==> src/rtl/uart_pkg.sv <==
// Shared UART definitions: 8N1 frame constants, RX/TX state encodings, and the
// default end-of-line byte.
package uart_pkg;

    localparam int         DATA_BITS   = 8;
    localparam int         BIT_IDX_W   = $clog2(DATA_BITS);
    localparam logic       LINE_IDLE   = 1'b1;
    localparam logic       START_BIT   = 1'b0;
    localparam logic       STOP_BIT    = 1'b1;
    localparam logic [7:0] EOL_DEFAULT = 8'h0D;

    typedef enum logic [1:0] {
        RX_IDLE,
        RX_START,
        RX_DATA,
        RX_STOP
    } rx_state_e;

    typedef enum logic [1:0] {
        TX_IDLE,
        TX_START,
        TX_DATA,
        TX_STOP
    } tx_state_e;

endpackage

==> src/rtl/uart_line_buffer_if.sv <==
// Byte FIFO access bus between the line-buffer core (master) and its FIFO (slave).
// Handshake: push is honoured only when full is low, and pop only when empty is
// low. pop_data shows the oldest entry, and the entry is consumed on a cycle
// with pop=1 and empty=0.
interface uart_line_buffer_if #(
    parameter int DEPTH = 32
) ();
    localparam int CW = $clog2(DEPTH + 1);

    logic          push;
    logic [7:0]    push_data;
    logic          pop;
    logic [7:0]    pop_data;
    logic          full;
    logic          empty;
    logic [CW-1:0] count;

    modport master (output push, push_data, pop, input pop_data, full, empty, count);
    modport slave  (input push, push_data, pop, output pop_data, full, empty, count);
endinterface

==> src/rtl/ulb_fifo.sv <==
// First-word-fall-through byte FIFO. Full and empty come from the registered
// count, so a pop in the same cycle never makes room for a push.
module ulb_fifo #(
    parameter int DEPTH = 32
) (
    input logic               clk_i,
    input logic               rst_ni,
    uart_line_buffer_if.slave bus
);
    localparam int AW = $clog2(DEPTH);
    localparam int CW = $clog2(DEPTH + 1);

    logic [7:0]    mem_q [DEPTH];
    logic [AW-1:0] wr_ptr_q, rd_ptr_q;
    logic [CW-1:0] count_q;
    logic          push_ok, pop_ok;

    assign bus.full     = (count_q == CW'(DEPTH));
    assign bus.empty    = (count_q == '0);
    assign bus.count    = count_q;
    assign bus.pop_data = mem_q[rd_ptr_q];

    assign push_ok = bus.push & ~bus.full;
    assign pop_ok  = bus.pop & ~bus.empty;

    always_ff @(posedge clk_i or negedge rst_ni) begin
        if (!rst_ni) begin
            wr_ptr_q <= '0;
            rd_ptr_q <= '0;
            count_q  <= '0;
        end else begin
            if (push_ok) wr_ptr_q <= wr_ptr_q + AW'(1);
            if (pop_ok)  rd_ptr_q <= rd_ptr_q + AW'(1);
            case ({push_ok, pop_ok})
                2'b10:   count_q <= count_q + CW'(1);
                2'b01:   count_q <= count_q - CW'(1);
                default: count_q <= count_q;
            endcase
        end
    end

    always_ff @(posedge clk_i) begin
        if (push_ok) mem_q[wr_ptr_q] <= bus.push_data;
    end

endmodule

==> src/rtl/uart_line_buffer.sv <==
// UART line buffer: receives 8N1 bytes into a FIFO and sends them back either
// immediately (echo) or as a batch drain started by a rising edge on the send input.
module uart_line_buffer
    import uart_pkg::*;
#(
    parameter int         CLKS_PER_BIT = 434,
    parameter int         DEPTH        = 32,
    parameter int         SHOW_BYTES   = 4,
    parameter logic [7:0] EOL_CHAR     = EOL_DEFAULT
) (
    input  logic                         i_Clk,
    input  logic                         i_Rst_n,
    input  logic                         i_UART_RXD,
    input  logic                         i_send_data_to_host_computer,
    input  logic                         i_echo_mode,
    output logic                         o_UART_TXD,
    output logic [8*SHOW_BYTES-1:0]      o_buffer,
    output logic [$clog2(DEPTH+1)-1:0]   o_count_data,
    output logic [7:0]                   o_last_tx,
    output logic                         o_eol,
    output logic                         o_overflow,
    output logic                         o_frame_err
);
    localparam int                CNT_W     = $clog2(CLKS_PER_BIT);
    localparam int                CW        = $clog2(DEPTH + 1);
    localparam int                BW        = 8 * SHOW_BYTES;
    localparam logic [CNT_W-1:0]  BIT_LAST  = CNT_W'(CLKS_PER_BIT - 1);
    localparam logic [CNT_W-1:0]  HALF_LAST = CNT_W'(CLKS_PER_BIT / 2 - 1);
    localparam logic [BIT_IDX_W-1:0] LAST_IDX = BIT_IDX_W'(DATA_BITS - 1);

    uart_line_buffer_if #(.DEPTH(DEPTH)) fifo_bus ();

    ulb_fifo #(.DEPTH(DEPTH)) u_fifo (
        .clk_i  (i_Clk),
        .rst_ni (i_Rst_n),
        .bus    (fifo_bus.slave)
    );

    logic rxd_meta_q, rxd_sync_q, send_meta_q, send_sync_q, send_prev_q;

    rx_state_e            rx_state_q, rx_state_d;
    logic [CNT_W-1:0]     rx_cnt_q, rx_cnt_d;
    logic [BIT_IDX_W-1:0] rx_bit_q, rx_bit_d;
    logic [7:0]           rx_shift_q, rx_shift_d;
    logic                 rx_valid_q, rx_valid_d;
    logic                 frame_err_q, frame_err_d;

    tx_state_e            tx_state_q, tx_state_d;
    logic [CNT_W-1:0]     tx_cnt_q, tx_cnt_d;
    logic [BIT_IDX_W-1:0] tx_bit_q, tx_bit_d;
    logic [7:0]           tx_shift_q, tx_shift_d;
    logic [7:0]           tx_byte_q, tx_byte_d;
    logic [7:0]           last_tx_q, last_tx_d;
    logic                 tx_pop, tx_en;

    logic                 drain_q, drain_d, drain_done, send_rise;
    logic [BW-1:0]        buffer_q, buffer_d;
    logic                 eol_q, eol_d, overflow_q, overflow_d;
    logic                 push_ok, push_drop;

    // ---------------- RX frame decoder ----------------
    always_comb begin
        rx_state_d  = rx_state_q;
        rx_cnt_d    = rx_cnt_q;
        rx_bit_d    = rx_bit_q;
        rx_shift_d  = rx_shift_q;
        rx_valid_d  = 1'b0;
        frame_err_d = 1'b0;
        case (rx_state_q)
            RX_IDLE: begin
                if (rxd_sync_q == START_BIT) begin
                    rx_state_d = RX_START;
                    rx_cnt_d   = '0;
                end
            end
            RX_START: begin
                if (rx_cnt_q == HALF_LAST) begin
                    rx_cnt_d   = '0;
                    rx_bit_d   = '0;
                    rx_state_d = (rxd_sync_q == LINE_IDLE) ? RX_IDLE : RX_DATA;
                end else begin
                    rx_cnt_d = rx_cnt_q + CNT_W'(1);
                end
            end
            RX_DATA: begin
                if (rx_cnt_q == BIT_LAST) begin
                    rx_cnt_d   = '0;
                    rx_shift_d = {rxd_sync_q, rx_shift_q[7:1]};
                    rx_bit_d   = rx_bit_q + BIT_IDX_W'(1);
                    if (rx_bit_q == LAST_IDX) rx_state_d = RX_STOP;
                end else begin
                    rx_cnt_d = rx_cnt_q + CNT_W'(1);
                end
            end
            RX_STOP: begin
                if (rx_cnt_q == BIT_LAST) begin
                    rx_state_d = RX_IDLE;
                    rx_cnt_d   = '0;
                    if (rxd_sync_q == STOP_BIT) rx_valid_d  = 1'b1;
                    else                        frame_err_d = 1'b1;
                end else begin
                    rx_cnt_d = rx_cnt_q + CNT_W'(1);
                end
            end
            default: rx_state_d = RX_IDLE;
        endcase
    end

    // rx_shift_q is stable in the cycle after the stop sample, so it feeds the FIFO directly.
    assign fifo_bus.push      = rx_valid_q;
    assign fifo_bus.push_data = rx_shift_q;
    assign fifo_bus.pop       = tx_pop;

    assign push_ok   = rx_valid_q & ~fifo_bus.full;
    assign push_drop = rx_valid_q & fifo_bus.full;

    // ---------------- drain control and status ----------------
    assign send_rise  = send_sync_q & ~send_prev_q;
    assign drain_done = drain_q & fifo_bus.empty & (tx_state_q == TX_IDLE);
    assign tx_en      = drain_q | i_echo_mode;

    always_comb begin
        drain_d    = drain_q ? ~drain_done : send_rise;
        buffer_d   = push_ok ? ((buffer_q << 8) | BW'(rx_shift_q)) : buffer_q;
        overflow_d = push_drop ? 1'b1 : (drain_done ? 1'b0 : overflow_q);
        eol_d      = eol_q;
        if (push_ok && rx_shift_q == EOL_CHAR)
            eol_d = 1'b1;
        else if (tx_pop && fifo_bus.count == CW'(1) && !push_ok)
            eol_d = 1'b0;
    end

    // ---------------- TX serializer ----------------
    always_comb begin
        tx_state_d = tx_state_q;
        tx_cnt_d   = tx_cnt_q;
        tx_bit_d   = tx_bit_q;
        tx_shift_d = tx_shift_q;
        tx_byte_d  = tx_byte_q;
        last_tx_d  = last_tx_q;
        tx_pop     = 1'b0;
        case (tx_state_q)
            TX_IDLE: begin
                if (tx_en && !fifo_bus.empty) begin
                    tx_pop     = 1'b1;
                    tx_byte_d  = fifo_bus.pop_data;
                    tx_shift_d = fifo_bus.pop_data;
                    tx_cnt_d   = '0;
                    tx_state_d = TX_START;
                end
            end
            TX_START: begin
                if (tx_cnt_q == BIT_LAST) begin
                    tx_cnt_d   = '0;
                    tx_bit_d   = '0;
                    tx_state_d = TX_DATA;
                end else begin
                    tx_cnt_d = tx_cnt_q + CNT_W'(1);
                end
            end
            TX_DATA: begin
                if (tx_cnt_q == BIT_LAST) begin
                    tx_cnt_d   = '0;
                    tx_shift_d = {1'b0, tx_shift_q[7:1]};
                    tx_bit_d   = tx_bit_q + BIT_IDX_W'(1);
                    if (tx_bit_q == LAST_IDX) tx_state_d = TX_STOP;
                end else begin
                    tx_cnt_d = tx_cnt_q + CNT_W'(1);
                end
            end
            TX_STOP: begin
                if (tx_cnt_q == BIT_LAST) begin
                    last_tx_d = tx_byte_q;
                    tx_cnt_d  = '0;
                    // Chain straight into the next start bit so back-to-back bytes have no gap.
                    if (tx_en && !fifo_bus.empty) begin
                        tx_pop     = 1'b1;
                        tx_byte_d  = fifo_bus.pop_data;
                        tx_shift_d = fifo_bus.pop_data;
                        tx_state_d = TX_START;
                    end else begin
                        tx_state_d = TX_IDLE;
                    end
                end else begin
                    tx_cnt_d = tx_cnt_q + CNT_W'(1);
                end
            end
            default: tx_state_d = TX_IDLE;
        endcase
    end

    always_comb begin
        o_UART_TXD = LINE_IDLE;
        case (tx_state_q)
            TX_START: o_UART_TXD = START_BIT;
            TX_DATA:  o_UART_TXD = tx_shift_q[0];
            TX_STOP:  o_UART_TXD = STOP_BIT;
            default:  o_UART_TXD = LINE_IDLE;
        endcase
    end

    // ---------------- state registers ----------------
    always_ff @(posedge i_Clk or negedge i_Rst_n) begin
        if (!i_Rst_n) begin
            rxd_meta_q  <= LINE_IDLE;
            rxd_sync_q  <= LINE_IDLE;
            send_meta_q <= 1'b0;
            send_sync_q <= 1'b0;
            send_prev_q <= 1'b0;
            rx_state_q  <= RX_IDLE;
            rx_cnt_q    <= '0;
            rx_bit_q    <= '0;
            rx_shift_q  <= '0;
            rx_valid_q  <= 1'b0;
            frame_err_q <= 1'b0;
            tx_state_q  <= TX_IDLE;
            tx_cnt_q    <= '0;
            tx_bit_q    <= '0;
            tx_shift_q  <= '0;
            tx_byte_q   <= '0;
            last_tx_q   <= '0;
            drain_q     <= 1'b0;
            buffer_q    <= '0;
            eol_q       <= 1'b0;
            overflow_q  <= 1'b0;
        end else begin
            rxd_meta_q  <= i_UART_RXD;
            rxd_sync_q  <= rxd_meta_q;
            send_meta_q <= i_send_data_to_host_computer;
            send_sync_q <= send_meta_q;
            send_prev_q <= send_sync_q;
            rx_state_q  <= rx_state_d;
            rx_cnt_q    <= rx_cnt_d;
            rx_bit_q    <= rx_bit_d;
            rx_shift_q  <= rx_shift_d;
            rx_valid_q  <= rx_valid_d;
            frame_err_q <= frame_err_d;
            tx_state_q  <= tx_state_d;
            tx_cnt_q    <= tx_cnt_d;
            tx_bit_q    <= tx_bit_d;
            tx_shift_q  <= tx_shift_d;
            tx_byte_q   <= tx_byte_d;
            last_tx_q   <= last_tx_d;
            drain_q     <= drain_d;
            buffer_q    <= buffer_d;
            eol_q       <= eol_d;
            overflow_q  <= overflow_d;
        end
    end

    assign o_buffer     = buffer_q;
    assign o_count_data = fifo_bus.count;
    assign o_last_tx    = last_tx_q;
    assign o_eol        = eol_q;
    assign o_overflow   = overflow_q;
    assign o_frame_err  = frame_err_q;

endmodule

==> config.mk <==
export PLATFORM = sky130hd
export DESIGN_NAME = uart_line_buffer
export DESIGN_NICKNAME = d
export VERILOG_FILES = /design/src/rtl/uart_pkg.sv /design/src/rtl/uart_line_buffer_if.sv /design/src/rtl/ulb_fifo.sv /design/src/rtl/uart_line_buffer.sv
export SDC_FILE = /design/constraint.sdc
export NUM_CORES = 1
export LEC_CHECK = 0
export ABC_AREA = 1
export CORE_AREA = 5 5 201 203
export CTS_CLUSTER_SIZE = 16
export DETAILED_ROUTE_END_ITERATION = 7
export DIE_AREA = 0 0 206 208
export GPL_TIMING_DRIVEN = 0
export HOLD_SLACK_MARGIN = 0.1
export PLACE_DENSITY = 0.6
export SLEW_MARGIN = 15
export SYNTH_ARGS = -nofsm -noshare
export SYNTH_HDL_FRONTEND = slang
export SYNTH_SLANG_ARGS = --single-unit
==> constraint.sdc <==
create_clock -name i_Clk -period 2.95 [get_ports i_Clk]
set_input_delay 0.59 -clock i_Clk [delete_from_list [all_inputs] [get_ports i_Clk]]
set_output_delay 0.59 -clock i_Clk [all_outputs]
set_load 0.05 [all_outputs]
==> results.toml, run 1 <==
[status]
status = "finished, final reports clean"

[critical_path]
path_class = "flop to flop"
crit_family = "simple AND/OR/NAND/NOR gates"
cp.arrival_ns = 2.90
critPathSlowestCell = "nor2_1"
worstPathCellList = "inv_1, ha_1, nand4_1, nand2_1, inv_2, nand2_1, nor2_1"
endpoint_kind = "flop"
max_stage_delay_ns = 0.76
path_buf_inv = 2
cp-start-kind = "flop"
path_common_cell = "nand2_1"
crit_fanout = 8
crit_required_ns = 3.10

[detailed_routing]
wl_per_cell_um = 17.3
vias_per_cell = 4.96
remaining_drc_errors = 0
first_pass_iters = 5
num_vias = 11100
drt_first_iter_violations = 684
wl_mm = 38.6
drtAntennaViolNets = 0

[sta]
rsz0062_at_grt = "no"
post-route-period-util_pct = 93.2
fin_ws_ns = 0.199
fmax_mhz = 364
hold_slack_ns = 0.354
maxSlewViolCount = 0
period_minus_slack_ns = 2.75
setup_viol = 0
worst_pin_slew_ns = 1.10
clock_skew_ns = 0.0121
tns_ns = 0
max-slew-margin-rel_pct = 26.4
hold_viol = 0

[pwr]
cellPowerDensity_nw_per_um2 = 578
p_leak_nw = 7.85
max-vdd-ir-drop_uv = 464

[logic_synthesis]
synthArstFlopShare_pct = 31.6
synth-main-ff-cell = "edfxtp_1"
synth_warnings = 0
syn_nets = 1619
synth_area_leaders = "edfxtp_1 (47%), dfrtp_1 (18%), nand2_1 (11%)"
synth_top_area_share_pct = 47.4
syn_area_um2 = 16200
synth_area_per_cell_um2 = 10.2
synthCells = 1590
synth_cell_types = 39
yosys-top-cells-count = "nand2_1 (474), edfxtp_1 (256), inv_1 (171), nand3_1 (171), nor2_1 (117)"
synth_edf_count = 256
synth_largest_area_cell = "edfxtp_1"
ys_seq_elements = 374
seq_area_frac_synth_pct = 65.6
synth_most_common_cell = "nand2_1"

[die]
io_pins = 55
core_area_um2 = 38300
die_x_um = 206
row_count = 72
dieHeight_um = 208
initial_core_util_pct = 42.4
dieArea_um2 = 42800

[cells_and_area]
fill_cells = 3460
drive_above_1_share_pct = 8.79
seqCellArea_um2 = 10700
insertedDiodeCount = 0
multi_input_area_um2 = 4550
post-route-util_pct = 49.3
fin_nets = 1717
areaGrowthSynthToFinish_pct = 16.2

[placed_design]
dp_hpwl_mm = 26.0
gp_congestion = 0.862
pre_cts_ws_ns = 0.112
port_buffers = 54

[clocking]
cts_tree = "yes"
clk_path_buf_depth = 3
cts_root_buf = "clkbuf_16"
clkSinkCount = 374
clk_pin_slew_ns = 0.06
insertion_delay_ns = 0.52
cts_max_level = 2
cts_made_buffers = 40

[global_routing]
grt_pass1_vias = 11000
antenna_found_initial = 0
grt_max_degree = 63
grt_overflow = 0
grt_usage_pct = 18.0
grt_first_pass_wirelength_mm = 61.0

[job]
maxCapViolCount = 0

[min_path]
hold_class = "flop to flop"
-- timing repair --
item,CTS,global route
setup endpoints to repair,0,42
hold buffers,1,0
endpoints found under the hold margin,54,0
resized for setup,0,2
setup buffers,0,0
-- cells by family after synthesis --
| group | Yosys count | synth area share [%] |
|---|---|---|
| and+or+nand+nor | 791 | 20.2 |
| DFF | 374 | 65.6 |
| buffers and inverters | 246 | 6.43 |
| AOI/OAI and AO/OA | 125 | 4.21 |
| adders and majority gates | 24 | 1.85 |
| xor gates and xnor gates | 19 | 1.03 |
| muxes | 11 | 0.740 |
-- cell type report --
cell class                 instances  area share [%]
inverter                         185            3.69
clock buffer                      54            5.96
multi-input combinational        970            24.1
tap                              518            3.43
timing repair buffer              56            3.08
sequential                       374            56.5
clock inverter                    18            1.44
buffer                            61            1.84
-- final timing paths --
path	startpoint	end	slack [ns]	cells after the start
worst max-delay path	u_fifo.bus.count[0]$_DFFE_PN0P_	u_fifo.mem_q[26][3]$_DFFE_PP_	0.20	7
worst min-delay path	send_meta_q$_DFF_PN0_	send_sync_q$_DFF_PN0_	0.35	0
worst max register to register	u_fifo.bus.count[0]$_DFFE_PN0P_	u_fifo.mem_q[26][3]$_DFFE_PP_	0.20	7
worst min register to register	send_meta_q$_DFF_PN0_	send_sync_q$_DFF_PN0_	0.35	0
max in group asynchronous	i_Rst_n	tx_byte_q[3]$_DFFE_PN0P_	1.66	3
min in group asynchronous	i_Rst_n	o_buffer[28]$_DFFE_PN0P_	0.59	2
-- through the flow --
stage	total power, W	area (um^2)	std cells
after global routing	0.0112	18900	2236
after global placement	0.00571	17400	2162
after CTS	0.0110	18900	2236
final	0.0109	18900	2236
after detailed placement	0.00572	17500	2163
after floorplan	0.00567	16200	1590
-- report_power, final --
group | total, W | switching, W | internal (W)
logic | 0.0000429 | 0.0000332 | 0.00000961
clock network | 0.00529 | 0.00201 | 0.00329
registers | 0.00556 | 0.00000134 | 0.00556
-- per-layer routing --
layer / vias up / track usage (%) / wire, um
met4: 0 / 5.37 / 1060
met1: 5304 / 25.3 / 17400
met3: 66 / 3.08 / 2140
li1: 5427 / - / -
met2: 303 / 28.9 / 18000
met5: - / 0 / 0
-- sequential cells by signal, indices dropped and copies added (netlist names), 6 cells and up, named ones only --
signal and cells:
fifo_bus.push_data 8, u_fifo.bus.count 6, o_buffer 32, tx_shift_q 8
rx_cnt_q 9, tx_cnt_q 9, o_last_tx 8, tx_byte_q 8
u_fifo.mem_q 256
-- placed cells by master (no fill, tap or decap), types with 5 or more instances in the layout --
cell / instances
buf_2: 28
buf_4: 8
clkbuf_1: 26
xor2_1: 15
clkinv_2: 7
nor3_1: 7
edfxtp_1: 256
nand4_1: 8
dfrtp_1: 108
inv_2: 10
nor2_1: 117
clkbuf_8: 5
nand2_1: 474
clkbuf_16: 41
inv_1: 171
buf_6: 8
mux2_2: 8
dfrtp_2: 8
bufinv_16: 7
nand3_1: 171
o211ai_1: 12
a21oi_1: 30
ha_1: 24
o21ai_1: 16
o21ai_0: 54
clkdlybuf4s50_1: 52
o22ai_1: 7
Power figures use the tool's default switching activity.
==> run 2, diff against run 1 <==
CTS_BUF_LIST = sky130_fd_sc_hd__clkbuf_2 sky130_fd_sc_hd__clkbuf_4 sky130_fd_sc_hd__clkbuf_8   (was not set)
==> run 2 against run 1 <==
Core utilization down 0.43 points. Count of clock-buffer cells in the layout up 40. Cell count up 1.6%. Total power down 7.0%. First-iteration DRC count up 16%. Register-to-register slack better by 0.02 ns. Clock skew up 0.015 ns. Maximum frequency up 0.75%. Via count up 0.94%. Critical endpoint is now u_fifo.mem_q[15][6]$_DFFE_PP_. Largest power group unchanged. Highest routed layer unchanged.
==> results.toml, run 2 (synthesized netlist as in run 1, its figures left out) <==
[status]
status = "finished, final reports clean"

[detailed_routing]
drtAntennaViolNets = 0
wl_mm = 38.6
drt_first_iter_violations = 792
num_vias = 11200
first_pass_iters = 5
wl_per_cell_um = 17.0
remaining_drc_errors = 0
vias_per_cell = 4.93

[critical_path]
crit_required_ns = 3.19
r2r_start = "u_fifo.bus.count[1]$_DFFE_PN0P_"
r2r_slack_ns = 0.22
max_stage_delay_ns = 0.70
worstPathCellList = "inv_1, ha_1, nand4_1, nand2_1, nor2_1, inv_1, nor2_1"
cp-start-kind = "flop"
crit_fanout = 8
endpoint_kind = "flop"
reg2reg_depth = 7
critPathSlowestCell = "nor2_1"
worst_r2r_endpoint = "u_fifo.mem_q[15][6]$_DFFE_PP_"
path_class = "flop to flop"
cp.arrival_ns = 2.97
crit_family = "simple AND/OR/NAND/NOR gates"
path_buf_inv = 2

[placed_design]
gp_congestion = 0.862
dp_hpwl_mm = 26.0
dpl.cell_count = 2163
port_buffers = 54
place_area_um2 = 17500

[min_path]
worstHoldStart = "rxd_meta_q$_DFF_PN1_"
hold_class = "flop to flop"
holdPathStages = 0
hold_end = "rxd_sync_q$_DFF_PN1_"

[cells_and_area]
final_cell_mix = "nand2_1 (474), edfxtp_1 (256), inv_1 (171), nand3_1 (171), nor2_1 (117)"
stdcell_count = 2271
fin_nets = 1738
areaGrowthSynthToFinish_pct = 15.2
largest_reg_flops = 256
final_common_cell = "nand2_1"
insertedDiodeCount = 0
largest_register = "u_fifo.mem_q"
fin_area_um2 = 18700
drive_above_1_share_pct = 10.7
fill_cells = 3506

[global_routing]
grt_first_pass_wirelength_mm = 60.9
grt_max_degree = 63
grt_pass1_vias = 11100
antenna_found_initial = 0
grt_overflow = 0
grt_usage_pct = 18.0

[sta]
worst_pin_slew_ns = 1.12
hold_slack_ns = 0.351
maxSlewViolCount = 0
rsz0062_at_grt = "no"
clock_skew_ns = 0.0275
post-route-period-util_pct = 92.6
max-slew-margin-rel_pct = 25.5
fmax_mhz = 366
setup_viol = 0
period_minus_slack_ns = 2.73
hold_viol = 0

[clocking]
cts_made_buffers = 61
cts_tree = "yes"
clk_pin_slew_ns = 0.06
insertion_delay_ns = 0.62
post-cts-setup-buffer-count = 0
cts_root_buf = "clkbuf_8"
clk_path_buf_depth = 3
cts_max_level = 2
clkSinkCount = 374

[die]
io_pins = 55
row_count = 72
dieArea_um2 = 42800
die_x_um = 206
dieHeight_um = 208
core_area_um2 = 38300
initial_core_util_pct = 42.4

[job]
maxCapViolCount = 0

[pwr]
p_leak_nw = 7.82
power.total_w = 0.0101
max-vdd-ir-drop_uv = 347
cellPowerDensity_nw_per_um2 = 542
run 2: cell types whose count changed in the layout (fill, tap and decap cells not counted), sizes merged:
cell	previous run	this run
clkinv	11	15
dlymetal6s2s	1	0
dlygate4sd2	0	1
clkbuf	72	112
bufinv	7	1
clkinvlp	3	0
run 2: layer usage:
layer  up-vias  track usage [%]  routed length, um
li1       5472                -                  -
met1      5347             24.9              17300
met2       319             28.6              18000
met3        66             3.94               2350
met4         0             5.71               1020
met5         -                0                  0
run 2: final cells by class:
class	instances	area [um^2]	share of cell area [%]
Inverter	185	697	3.73
Clock buffer	94	1150	6.15
Sequential cell	374	10700	56.9
Timing Repair Buffer	56	578	3.09
Clock inverter	13	85.1	0.455
Tap cell	518	648	3.46
Multi-Input combinational cell	970	4550	24.3
Buffer	61	347	1.85
run 2: power by group:
part	internal, W	total (W)	switching (W)
Sequential	0.00556	0.00557	0.00000141
Clock	0.00255	0.00453	0.00198
Combinational	0.00000961	0.0000426	0.0000330
Total	0.00812	0.0101	0.00202
run 2: how the worst max path moves through the flow:
stage,start,to,slack (ns),cells after the start
2_1_floorplan,u_fifo.bus.count[0]$_DFFE_PN0P_,u_fifo.bus.count[5]$_DFFE_PN0P_,0.36,14
3_3_place_gp,i_Rst_n,o_last_tx[5]$_DFFE_PN0P_,-3.48,1
3_5_place_dp,i_echo_mode,u_fifo.bus.count[5]$_DFFE_PN0P_,0.11,12
4_1_cts,u_fifo.bus.count[0]$_DFFE_PN0P_,u_fifo.mem_q[17][3]$_DFFE_PP_,0.13,7
5_1_grt,u_fifo.bus.count[1]$_DFFE_PN0P_,u_fifo.bus.count[5]$_DFFE_PN0P_,0.05,14
6_report,u_fifo.bus.count[1]$_DFFE_PN0P_,u_fifo.mem_q[15][6]$_DFFE_PP_,0.22,7
run 2: stage by stage:
| stage | setup WS (ns) | util [%] | TNS (ns) |
|---|---|---|---|
| final | 0.220 | 48.9 | 0 |
| after global routing | 0.0527 | 48.9 | 0 |
| after CTS | 0.129 | 48.8 | 0 |
| after detailed placement | 0.112 | 45.6 | 0 |
| after global placement | -3.48 | 45.5 | -406.72 |
| after floorplan | 0.364 | - | 0 |
run 2: timing repair:
| action | CTS | global route |
|---|---|---|
| hold buffers | 1 | 0 |
| hold endpoints to repair | 54 | 0 |
| endpoints found under the setup margin | 1 | 16 |
| resized for setup | 1 | 1 |
run 2: worst reg2reg max path, cell delays in order, from the launching register on:
cell and delay (ns):
dfrtp_1 0.43, inv_1 0.12, ha_1 0.23, nand4_1 0.13, nand2_1 0.21, nor2_1 0.27
inv_1 0.28, nor2_1 0.70
==> run 3, diff against run 2 <==
CORE_AREA = 2 2 198 200   (was 5 5 201 203)
CTS_CLUSTER_DIAMETER = 50   (was not set)
DIE_AREA = 0 0 200 202   (was 0 0 206 208)
==> run 3 against run 2 <==
Sequential cell count did not move. Hold slack improved by 0.0083 ns. Maximum frequency fell by 1.9%. Register-to-register slack got worse by 0.05 ns. Cell count fell by 1.7%. Global-route usage rose by 1.8 points. Non-clock buffer count did not move. Clock skew fell by 0.0036 ns. Worst setup slack got worse by 0.054 ns. Clock power fell by 18%. Critical path type unchanged. Critical endpoint is now u_fifo.mem_q[15][7]$_DFFE_PP_. Largest cell class unchanged. Highest routed layer unchanged.
==> results.toml, run 3 (synthesized netlist as in run 1, its figures left out) <==
[critical_path]
reg2reg_depth = 7
endpoint_kind = "flop"
critPathLaunch = "u_fifo.bus.count[1]$_DFFE_PN0P_"
r2r_start = "u_fifo.bus.count[1]$_DFFE_PN0P_"
cp-start-kind = "flop"
worst_r2r_endpoint = "u_fifo.mem_q[15][7]$_DFFE_PP_"
crit_end = "u_fifo.mem_q[15][7]$_DFFE_PP_"
worstPathCellList = "inv_1, ha_1, nand4_1, nand2_1, nor2_1, inv_1, nor2_1"
critPathSlowestCell = "nor2_1"
r2r_slack_ns = 0.17
crit_required_ns = 3.14
cp.arrival_ns = 2.98
max_stage_delay_ns = 0.69
crit_fanout = 8
path_class = "flop to flop"

[cells_and_area]
fin_area_um2 = 18300
fin_nets = 1714
largest_register = "u_fifo.mem_q"
final_cell_mix = "nand2_1 (474), edfxtp_1 (256), inv_1 (171), nand3_1 (171), nor2_1 (116)"
post-route-util_pct = 47.9
insertedDiodeCount = 0
drive_above_1_share_pct = 9.22
largest_reg_flops = 256
final_common_cell = "nand2_1"
areaGrowthSynthToFinish_pct = 12.9

[sta]
period_minus_slack_ns = 2.78
post-route-period-util_pct = 94.4
max-slew-margin-rel_pct = 22.3
fmax_mhz = 359
clock_skew_ns = 0.0239
hold_viol = 0
maxSlewViolCount = 0
worst_pin_slew_ns = 1.17
setup_viol = 0
rsz0062_at_grt = "yes"

[global_routing]
grt_first_pass_wirelength_mm = 61.6
grt_pass1_vias = 11000
grt_max_degree = 68
grt_overflow = 0
antenna_found_initial = 0
grt_usage_pct = 19.9

[placed_design]
place_area_um2 = 17500
port_buffers = 54
gp_congestion = 0.878
dp_hpwl_mm = 26.0

[clocking]
clk_pin_slew_ns = 0.09
cts_root_buf = "clkbuf_8"
insertion_delay_ns = 0.57
clk_path_buf_depth = 3
cts_tree = "yes"
cts_made_buffers = 37
clkSinkCount = 374
post-cts-setup-buffer-count = 0
cts_max_level = 2

[die]
dieHeight_um = 202
core_area_um2 = 38300
io_pins = 55
die_x_um = 200
row_count = 72
initial_core_util_pct = 42.4
dieArea_um2 = 40400

[detailed_routing]
wl_per_cell_um = 17.2
first_pass_iters = 5
vias_per_cell = 4.97
wl_mm = 38.5
num_vias = 11100
drtAntennaViolNets = 0
drt_first_iter_violations = 855
remaining_drc_errors = 0

[min_path]
hold_class = "flop to flop"

[job]
maxCapViolCount = 0

[pwr]
max-vdd-ir-drop_uv = 387
cellPowerDensity_nw_per_um2 = 507
p_leak_nw = 7.59

[status]
status = "finished, final reports clean"
run 3: worst min-delay path by stage:
stage                            end  cells after the start                   from  slack, ns
2_1_floorplan              async pin                      0                i_Rst_n       0.29
6_report        rxd_sync_q$_DFF_PN1_                      0   rxd_meta_q$_DFF_PN1_       0.36
3_3_place_gp   send_sync_q$_DFF_PN0_                      0  send_meta_q$_DFF_PN0_       0.33
3_5_place_dp    rxd_sync_q$_DFF_PN1_                      0   rxd_meta_q$_DFF_PN1_       0.35
4_1_cts         rxd_sync_q$_DFF_PN1_                      0   rxd_meta_q$_DFF_PN1_       0.36
5_1_grt         rxd_sync_q$_DFF_PN1_                      0   rxd_meta_q$_DFF_PN1_       0.37
run 3: metrics by stage:
stage                     hold WS [ns]  TNS [ns]  total power (W)  instances  setup WS (ns)
final                            0.359         0          0.00930       2232          0.166
after global routing             0.366   -0.0613          0.00958       2232        -0.0157
after CTS                        0.360         0          0.00938       2232         0.0698
after detailed placement         0.347         0          0.00572       2163         0.0671
after global placement           0.332   -410.89          0.00571       2162          -3.52
after floorplan                  0.294         0          0.00567       1590          0.364
run 3: area by class of cell:
class                      instances  area (um^2)
sequential                       374        10700
clock inverter                    24          283
timing repair buffer              56          578
tap                              518          648
fill                            3526        20000
inverter                         185          697
multi-input combinational        970         4550
buffer                            61          347
clock buffer                      44          574
run 3: per-layer routing:
layer | routed length, um | vias to the layer above | GRT usage (%)
li1 | - | 5423 | -
met1 | 17000 | 5317 | 27.6
met2 | 18200 | 302 | 31.9
met3 | 2340 | 61 | 3.69
met4 | 968 | 0 | 5.93
met5 | 0 | - | 0
run 3: timing repair:
| action | 4_1_cts | 5_1_grt |
|---|---|---|
| setup endpoints to repair | 1 | 47 |
| resized for setup | 1 | 3 |
| endpoints found under the hold margin | 51 | 0 |
| pin swaps | 0 | 0 |
| hold buffers | 1 | 0 |
run 3: critical path: cells and delay by family, from the launching register on:
family / cells / cell delay, ns
AND/OR/NAND/NOR: 4 / 1.31
adder cells (fa/ha/maj): 1 / 0.22
flip-flops: 1 / 0.45
buffers and inverters: 2 / 0.41
run 3: report_power, final:
group,switching [W],total [W],internal [W]
Clock,0.00196,0.00370,0.00174
Sequential,0.00000154,0.00555,0.00555
Combinational,0.0000337,0.0000433,0.00000961
